**src/rtl/row_sched_pkg.sv**
```systemverilog
// Shared types and constants for the row-accumulation scheduler.
package row_sched_pkg;

    typedef enum logic [1:0] {
        ST_IDLE  = 2'd0,
        ST_FEED  = 2'd1,
        ST_DRAIN = 2'd2,
        ST_HOLD  = 2'd3
    } sched_state_e;

    localparam int NI_DEF        = 8;
    localparam int DRAIN_LAT_DEF = 14;
    localparam int OPND_W        = 32;

endpackage

```
**src/rtl/row_accum_scheduler_down_counter.sv**
```systemverilog
// Loadable down-counter with a zero flag; times the datapath drain.
module sched_down_counter
    import row_sched_pkg::*;
#(
    parameter int W = 16
) (
    input  logic         clk,
    input  logic         rst_n,
    input  logic         load,
    input  logic [W-1:0] load_val,
    input  logic         dec,
    output logic         zero
);

    logic [W-1:0] count;

    always_ff @(posedge clk) begin
        if (!rst_n) begin
            count <= '0;
        end else if (load) begin
            count <= load_val;
        end else if (dec && (count != '0)) begin
            count <= count - W'(1);
        end
    end

    assign zero = (count == '0);

endmodule

```
**src/rtl/row_accum_scheduler.sv**
```systemverilog
// Feeds row chunks to an 8-wide accumulate datapath and captures one sum per row.
// Optional statistics counters are built when ROW_STATS_EN is defined.
module row_accum_scheduler
    import row_sched_pkg::*;
#(
    parameter int NI             = NI_DEF,
    parameter int CHUNKS_PER_ROW = 4,
    parameter int DRAIN_LAT      = DRAIN_LAT_DEF,
    parameter int NUM_ROWS       = 16
) (
    input  logic                 clk,
    input  logic                 rst_n,
    input  logic                 job_go,
    output logic                 job_busy,
    output logic                 job_done,
    input  logic                 chunk_valid,
    input  logic [NI*OPND_W-1:0] chunk_data,
    output logic                 chunk_ready,
    output logic [NI*OPND_W-1:0] dp_row_input,
    output logic                 dp_start,
    output logic                 dp_first,
    input  logic [OPND_W-1:0]    dp_sum,
    output logic                 res_valid,
    output logic [OPND_W-1:0]    res_data,
    output logic [15:0]          res_row,
    input  logic                 res_ready,
    output logic [15:0]          stat_rows,
    output logic [15:0]          stat_bubbles
);

    localparam logic [1:0] IDLE  = ST_IDLE;
    localparam logic [1:0] FEED  = ST_FEED;
    localparam logic [1:0] DRAIN = ST_DRAIN;
    localparam logic [1:0] HOLD  = ST_HOLD;

    // Chunk stream: a beat transfers when chunk_valid and chunk_ready are both high
    // on a rising edge; result port likewise transfers on res_valid && res_ready.
    logic [1:0]  state;
    logic [7:0]  chunk_cnt;
    logic [15:0] row_cnt;
    logic        accept;
    logic        last_chunk;
    logic        last_row;
    logic        res_hs;
    logic        drain_load;
    logic        drain_zero;

    assign chunk_ready = (state == FEED);
    assign accept      = chunk_valid && chunk_ready;
    assign last_chunk  = (chunk_cnt == 8'(CHUNKS_PER_ROW - 1));
    assign last_row    = (row_cnt == 16'(NUM_ROWS - 1));
    assign res_hs      = res_valid && res_ready;
    assign drain_load  = accept && last_chunk;

    sched_down_counter #(.W(16)) u_drain (
        .clk      (clk),
        .rst_n    (rst_n),
        .load     (drain_load),
        .load_val (16'(DRAIN_LAT - 1)),
        .dec      (state == DRAIN),
        .zero     (drain_zero)
    );

    always_ff @(posedge clk) begin
        if (!rst_n) begin
            state        <= IDLE;
            chunk_cnt    <= '0;
            row_cnt      <= '0;
            job_busy     <= 1'b0;
            job_done     <= 1'b0;
            dp_start     <= 1'b0;
            dp_first     <= 1'b0;
            dp_row_input <= '0;
            res_valid    <= 1'b0;
            res_data     <= '0;
            res_row      <= '0;
        end else begin
            job_done     <= 1'b0;
            dp_first     <= 1'b0;
            // Anything not carrying a real chunk adds zero into the accumulator.
            dp_row_input <= '0;
            case (state)
                IDLE: begin
                    if (job_go) begin
                        state     <= FEED;
                        dp_start  <= 1'b1;
                        job_busy  <= 1'b1;
                        row_cnt   <= '0;
                        chunk_cnt <= '0;
                    end
                end
                FEED: begin
                    if (accept) begin
                        dp_row_input <= chunk_data;
                        dp_first     <= (chunk_cnt == 8'd0);
                        if (last_chunk) begin
                            chunk_cnt <= '0;
                            state     <= DRAIN;
                        end else begin
                            chunk_cnt <= chunk_cnt + 8'd1;
                        end
                    end
                end
                DRAIN: begin
                    if (drain_zero) begin
                        res_data  <= dp_sum;
                        res_row   <= row_cnt;
                        res_valid <= 1'b1;
                        state     <= HOLD;
                    end
                end
                HOLD: begin
                    if (res_hs) begin
                        res_valid <= 1'b0;
                        row_cnt   <= row_cnt + 16'd1;
                        if (last_row) begin
                            state    <= IDLE;
                            dp_start <= 1'b0;
                            job_busy <= 1'b0;
                            job_done <= 1'b1;
                        end else begin
                            state <= FEED;
                        end
                    end
                end
                default: state <= IDLE;
            endcase
        end
    end

`ifdef ROW_STATS_EN
    logic [15:0] rows_q;
    logic [15:0] bubbles_q;

    always_ff @(posedge clk) begin
        if (!rst_n || ((state == IDLE) && job_go)) begin
            rows_q    <= '0;
            bubbles_q <= '0;
        end else begin
            if (res_hs && (rows_q != 16'hFFFF)) begin
                rows_q <= rows_q + 16'd1;
            end
            if ((state == FEED) && !chunk_valid && (bubbles_q != 16'hFFFF)) begin
                bubbles_q <= bubbles_q + 16'd1;
            end
        end
    end

    assign stat_rows    = rows_q;
    assign stat_bubbles = bubbles_q;
`else
    assign stat_rows    = '0;
    assign stat_bubbles = '0;
`endif

endmodule

```
**config.mk**
```make
export PLATFORM = sky130hd
export DESIGN_NAME = row_accum_scheduler
export DESIGN_NICKNAME = d
export VERILOG_FILES = /design/src/rtl/row_sched_pkg.sv /design/src/rtl/row_accum_scheduler_down_counter.sv /design/src/rtl/row_accum_scheduler.sv
export SDC_FILE = /design/constraint.sdc
export NUM_CORES = 1
export LEC_CHECK = 0
export BUFFER_PORTS_ARGS = -buffer_cell sky130_fd_sc_hd__buf_2
export CAP_MARGIN = 40
export CORE_AREA = 2 2 245 247
export DETAILED_ROUTE_END_ITERATION = 8
export DIE_AREA = 0 0 247 249
export PLACE_DENSITY_LB_ADDON = 0.25
export SYNTH_ARGS = -nofsm -noshare
export SYNTH_HDL_FRONTEND = slang
export SYNTH_SLANG_ARGS = --single-unit
```
**constraint.sdc**
```tcl
create_clock -name clk -period 5.8 [get_ports clk]
set_input_delay 1.16 -clock clk [delete_from_list [all_inputs] [get_ports clk]]
set_output_delay 1.16 -clock clk [all_outputs]
set_load 0.01 [all_outputs]
```
==> out/summary.txt, run 1 <==
clk buf depth: 3
grt total ovfl: 0
# H-tree levels: 2
via/cell ratio: 3.92
Post-Syn Area: 11,400 um2
min cycle time layout: 2980 ps
Layout Nets: 1,982
global-route wire length before repair: 61.5 mm
Post-synth EDFFs: 0
Peak supply drop: 0.000275 V
crit path DAT: 3390 ps
setup TNS: 0 ps
GPL Wtd Cong: 0.837
PwrDens: 410 nW/um2
Max Fclk: 335 MHz
pin count of the biggest net entering global routing: 106
synth-to-layout area growth: 44.6%
fill count: 6,287
Reg clk slew, reported paths: 60 ps
Final setup viols: 0
dpl hpwl: 32.4 mm
WS Path Type: register to register
GRT Resource Usage Total: 13.2%
met3 usage: 5.40%
nature of the critical path startpoint: register
Synth async-reset ratio: 0%
CTS Root Cell: clkbuf_16
post-route antenna net violation count: 0
Hold Path Stages: 2
WL/cell: 16.9 um
Iter 0 DRT Violations: 427
most common cell after layout, fill and taps aside: buf_2
YS warnings: 0
final cell count without fillers: 2,489
Crit path depth: 7
met2 track demand over resource: 22.2%
status: completed
M1 GR Usage: 15.2%
commonest non-fill, non-tap cells in the layout: buf_2 (602), dfxtp_1 (350), and2_1 (258)
top_reg_cell synth: dfxtp_1
worst-path maximum fanout: 41
hold-fix buffers at CTS: 0
post-CTS setup buffers: 0
max cap viols: 0
chip height: 249 um
CP endpoint kind: register
CP required: 6210 ps
synth unique cells: 55
later-pin clock latency in the skew report: 560 ps
Final Slew Violations: 0
critical path's top delay family: simple AND/OR/NAND/NOR gates
crit-path cells: inv_1 -> ha_1 -> nor3b_1 -> nand4_1 -> buf_4 -> a211oi_1 -> o311ai_0
Largest stage delay, worst path: 620 ps
Hold Crit Class: register to register
Worst Skew: 17.4 ps
drt first pass iters: 4
share of cells above drive strength 1: 40.8%
CTS Buf Count: 42
Mapped Cells: 1,089
slowest stage cell, crit path: nand4_1
Util after Layout: 28.2%
total power: 6.78 mW
busiest grt layer: met2
worst reg-to-reg path cell count: 7
worst-margin pin slew: 861 ps
WL final: 42.2 mm
crit share post-route: 51.4%
number of global-route vias before repair: 9,836
Starting Density: 19.5%
Die W: 247 um
via count: 9,750
drc violations: 0
die area: 61,500 um2
post-synthesis register bit count: 350
initial antenna violation count: 19
Sink Count: 350
CTS tree: yes
Syn Area/Cell: 10.5 um2
WHS: 468 ps
row count: 89
Core ar.: 58,700 um2
Post-CTS Resized: 0
Slew headroom: 42.6%
Inst Count DP: 2,408
Fin. Hold Viols: 0
PortBufs: 602
sequential area share after synthesis: 61.3%
LEAKAGE: 7.82 nW
unrepaired setup endpoints after global routing: no
WP buf/inv: 2
# IOs: 635
## Yosys cell counts (8+ instances only)
library cell | n | share of area [%]
nand4_1 | 10 | 0.55
xnor2_1 | 11 | 0.84
clkbuf_1 | 54 | 1.8
o21ai_0 | 58 | 2.5
nor4_1 | 8 | 0.44
buf_4 | 33 | 2.2
inv_1 | 10 | 0.33
buf_2 | 9 | 0.39
dfxtp_1 | 350 | 61
and2_1 | 258 | 14
nand2_1 | 20 | 0.66
ha_1 | 10 | 1.1
nor2_1 | 22 | 0.72
or4_1 | 13 | 0.85
a21oi_1 | 73 | 3.2
o31ai_1 | 13 | 0.85
or3_1 | 8 | 0.44
nand3_1 | 61 | 2.7
## stage by stage
step | instance area (um2) | worst slack, ps
global route | 16500 | 2600
CTS | 16500 | 2830
floorplan | 11500 | 3260
global placement | 15100 | 2640
finish | 16500 | 2820
detailed placement | 15100 | 2590
## layout make-up
cell class                 instances  area, um2  area share (%)
sequential                       350       7010            42.4
multi-input combinational        663       4030            24.4
timing repair buffer             611       3100            18.7
clock buffer                      59       1210            7.29
tap                              773        967            5.85
clock inverter                    16        169            1.02
inverter                          11       41.3           0.250
antenna                            6       15.0          0.0908
## flip-flops by register name, indices dropped and copies added, names as in the netlist
name           cells
chunk_cnt          8
dp_first           1
dp_row_input     256
dp_start           1
job_done           1
res_data          32
res_row           16
res_valid          1
row_cnt           16
state              2
u_drain.count     16
## routing by layer
metal / up-vias / wire length (um)
met4: 18 / 1020
met1: 4529 / 16300
met3: 76 / 4110
met2: 344 / 20600
met5: - / 118
li1: 4783 / -
## worst paths after layout
path         slack [ps]                       to                          start
min reg2reg         470  res_row[3]$_SDFFE_PN0P_        res_row[3]$_SDFFE_PN0P_
max reg2reg        2820    state[0]$_SDFFE_PN0P_  u_drain.count[0]$_SDFFE_PN0P_
max                2820    state[0]$_SDFFE_PN0P_  u_drain.count[0]$_SDFFE_PN0P_
min                 470  res_row[3]$_SDFFE_PN0P_        res_row[3]$_SDFFE_PN0P_
## worst reg2reg max path: stages, from the launching register on
cell      delay (ps)
dfxtp_1          330
inv_1            130
ha_1             190
nor3b_1          490
nand4_1          620
buf_4            490
a211oi_1         430
o311ai_0         160
## where the power goes
| part | leakage (nW) | internal, mW | total (mW) | switching [mW] |
|---|---|---|---|---|
| sequential | 2.83 | 2.60 | 2.69 | 0.0890 |
| combinational | 4.32 | 0.470 | 1.47 | 0.996 |
| clock | 0.675 | 1.55 | 2.63 | 1.08 |
| total | 7.82 | 4.62 | 6.78 | 2.16 |
## logic make-up (layout without fill, tap and decap cells)
logic type / Yosys count / in the layout / synth area share [%]
fa+ha+maj: 10 / 10 / 1.09
flops: 350 / 350 / 61.3
other cells: 1 / 38 / 0.0328
xor+xnor: 12 / 12 / 0.919
compound gates: 166 / 166 / 8.32
mux: 4 / 4 / 0.350
simple gates: 439 / 439 / 23.3
buf+inv: 107 / 697 / 4.69
Power figures use the tool's default switching activity.
==> run 2, diff against run 1 <==
==> constraint.sdc (replaced) <==
create_clock -name clk -period 3 [get_ports clk]
set_input_delay 0.6 -clock clk [delete_from_list [all_inputs] [get_ports clk]]
set_output_delay 0.6 -clock clk [all_outputs]
set_load 0.01 [all_outputs]
==> run 2 against run 1 <==
  * Hold slack got worse by 220 ps
  * Clock power increased by 110%
  * Sequential share of layout area decreased by 0.30 points
  * Power increased by 99%
  * Cell count decreased by 0.24%
  * Register-to-register slack got worse by 2100 ps
  * Setup slack got worse by 2100 ps
  * Clock skew increased by 11 ps
  * Largest cell class unchanged
  * Highest routed layer unchanged
  * Global-route usage decreased by 0.21 points
  * Fmax increased by 31%
  * Sequential power increased by 93%
==> out/summary.txt, run 2 (synthesis results as in run 1) <==
# H-tree levels: 2 (unchanged)
max cap viols: 0 (unchanged)
crit share post-route: 76.1% (+25 points)
via/cell ratio: 3.93 (+0.39%)
WL/cell: 16.9 um (-0.33%)
most common cell after layout, fill and taps aside: buf_2
share of cells above drive strength 1: 40.8% (about the same)
WP buf/inv: 1 (-1)
chip height: 249 um (unchanged)
synth-to-layout area growth: 45.7%
dpl hpwl: 32.3 mm (-0.42%)
WS Path Type: register to register
Inst Count DP: 2,408 (unchanged)
via count: 9,764 (+0.14%)
post-route antenna net violation count: 0 (unchanged)
initial antenna violation count: 21 (+2)
worst-margin pin slew: 657 ps (-204 ps)
crit path DAT: 2750 ps (-640 ps)
CP required: 3470 ps (-2740 ps)
final cell count without fillers: 2,483 (-0.24%)
design area: 16,700 um2 (+0.72%)
Reg clk slew, reported paths: 60 ps (about the same)
number of global-route vias before repair: 9,655 (-1.8%)
Largest stage delay, worst path: 540 ps (-80 ps)
Peak supply drop: 0.000468 V (+70%)
Core ar.: 58,700 um2 (unchanged)
WL final: 41.9 mm (-0.57%)
min cycle time layout: 2280 ps (-700 ps)
later-pin clock latency in the skew report: 550 ps (about the same)
PwrDens: 809 nW/um2 (+97%)
FF+latch area: 7010 um2 (unchanged)
hold-fix buffers at CTS: 0 (unchanged)
CTS Root Cell: clkbuf_16
Iter 0 DRT Violations: 470 (+10%)
Sink Count: 350 (unchanged)
crit-path cells: inv_1 -> ha_1 -> nor2b_1 -> or3_4 -> or4_1 -> a21oi_1
GRT Resource Usage Total: 13.0% (-0.21 points)
footprint of the multi-input gates: 4030 um2 (-0.12%)
CP endpoint kind: register
Die W: 247 um (unchanged)
row count: 89 (unchanged)
CTS tree: yes
Final setup viols: 0 (unchanged)
Fin. Hold Viols: 0 (unchanged)
drc violations: 0 (unchanged)
drt first pass iters: 5 (+1)
fill count: 6,231 (-0.89%)
critical path's top delay family: simple AND/OR/NAND/NOR gates
Worst Skew: 28.2 ps (+10.8 ps)
slowest stage cell, crit path: or4_1
Layout Nets: 1,980 (-0.10%)
die area: 61,500 um2 (unchanged)
biggest regs: dp_row_input (256), res_data (32)
PortBufs: 602 (unchanged)
Placement Cell Area: 15,200 um2 (about the same)
WHS: 244 ps (-224 ps)
Starting Density: 19.5% (unchanged)
CTS Buf Count: 40 (-4.8%)
setup TNS: 0 ps (unchanged)
post-CTS setup buffers: 0 (unchanged)
clk buf depth: 3 (unchanged)
max reg flops: 256 (unchanged)
GPL Wtd Cong: 0.846 (+1.1%)
# IOs: 635 (unchanged)
Final Slew Violations: 0 (unchanged)
nature of the critical path startpoint: register
Post-CTS Resized: 0 (unchanged)
unrepaired setup endpoints after global routing: no
global-route wire length before repair: 60.6 mm (-1.5%)
pin count of the biggest net entering global routing: 156 (+47%)
Hold Crit Class: input port to register
Slew headroom: 56.2% (+14 points)
status: completed
worst-path maximum fanout: 24 (-41%)
Max Fclk: 438 MHz (+31%)
grt total ovfl: 0 (unchanged)
LEAKAGE: 7.88 nW (+0.72%)
most flop-heavy register: dp_row_input
commonest non-fill, non-tap cells in the layout: buf_2 (602), dfxtp_1 (350), and2_1 (258)
-- run 2: cell types whose count changed in the layout (fill, tap and decap cells not counted), moves of 2 or more --
cell,delta
clkinv_2,-3
inv_6,-3
buf_12,+3
clkbuf_1,-2
clkbuf_8,+5
clkinv_4,-2
buf_4,-2
bufinv_16,+5
diode_2,-4
-- run 2: area by class of cell --
class | count | share of cell area, %
inverters | 11 | 0.248
flip-flops and latches | 350 | 42.1
clock inverters | 12 | 1.49
diodes | 2 | 0.0300
well taps | 773 | 5.81
clock buffers | 61 | 7.46
repair buffers | 611 | 18.7
multi-input cells | 663 | 24.2
-- run 2: power by group --
group	internal, mW	switching [mW]	total (mW)
clock	3.46	2.00	5.46
combinational	0.934	1.89	2.83
sequential	5.02	0.174	5.20
total	9.41	4.06	13.5
-- run 2: final timing paths --
kind                                               start                         end  slack [ps]  cells after the start
worst max-delay path               state[0]$_SDFFE_PN0P_    row_cnt[15]$_SDFFE_PN0P_         720                      6
worst max register to register     state[0]$_SDFFE_PN0P_    row_cnt[15]$_SDFFE_PN0P_         720                      6
worst min register to register  res_data[1]$_SDFFE_PN0P_    res_data[1]$_SDFFE_PN0P_         470                      2
worst min-delay path                       chunk_data[0]  dp_row_input[0]$_SDFF_PN0_         240                      2
-- run 2: stage by stage --
stage	util, %	worst slack (ps)	total power [mW]
after floorplan	-	821	7.03
after global placement	25.8	740	8.15
after detailed placement	25.8	731	8.17
after CTS	28.4	725	13.7
after global routing	28.4	455	14.2
final	28.4	718	13.5
-- run 2: metal layers --
layer,up-vias,GRT usage (%),wire length (um)
met1,4500,14.5,15800
li1,4764,-,-
met2,381,22.0,20400
met3,93,5.77,4300
met5,-,0,162
met4,26,4.08,1200
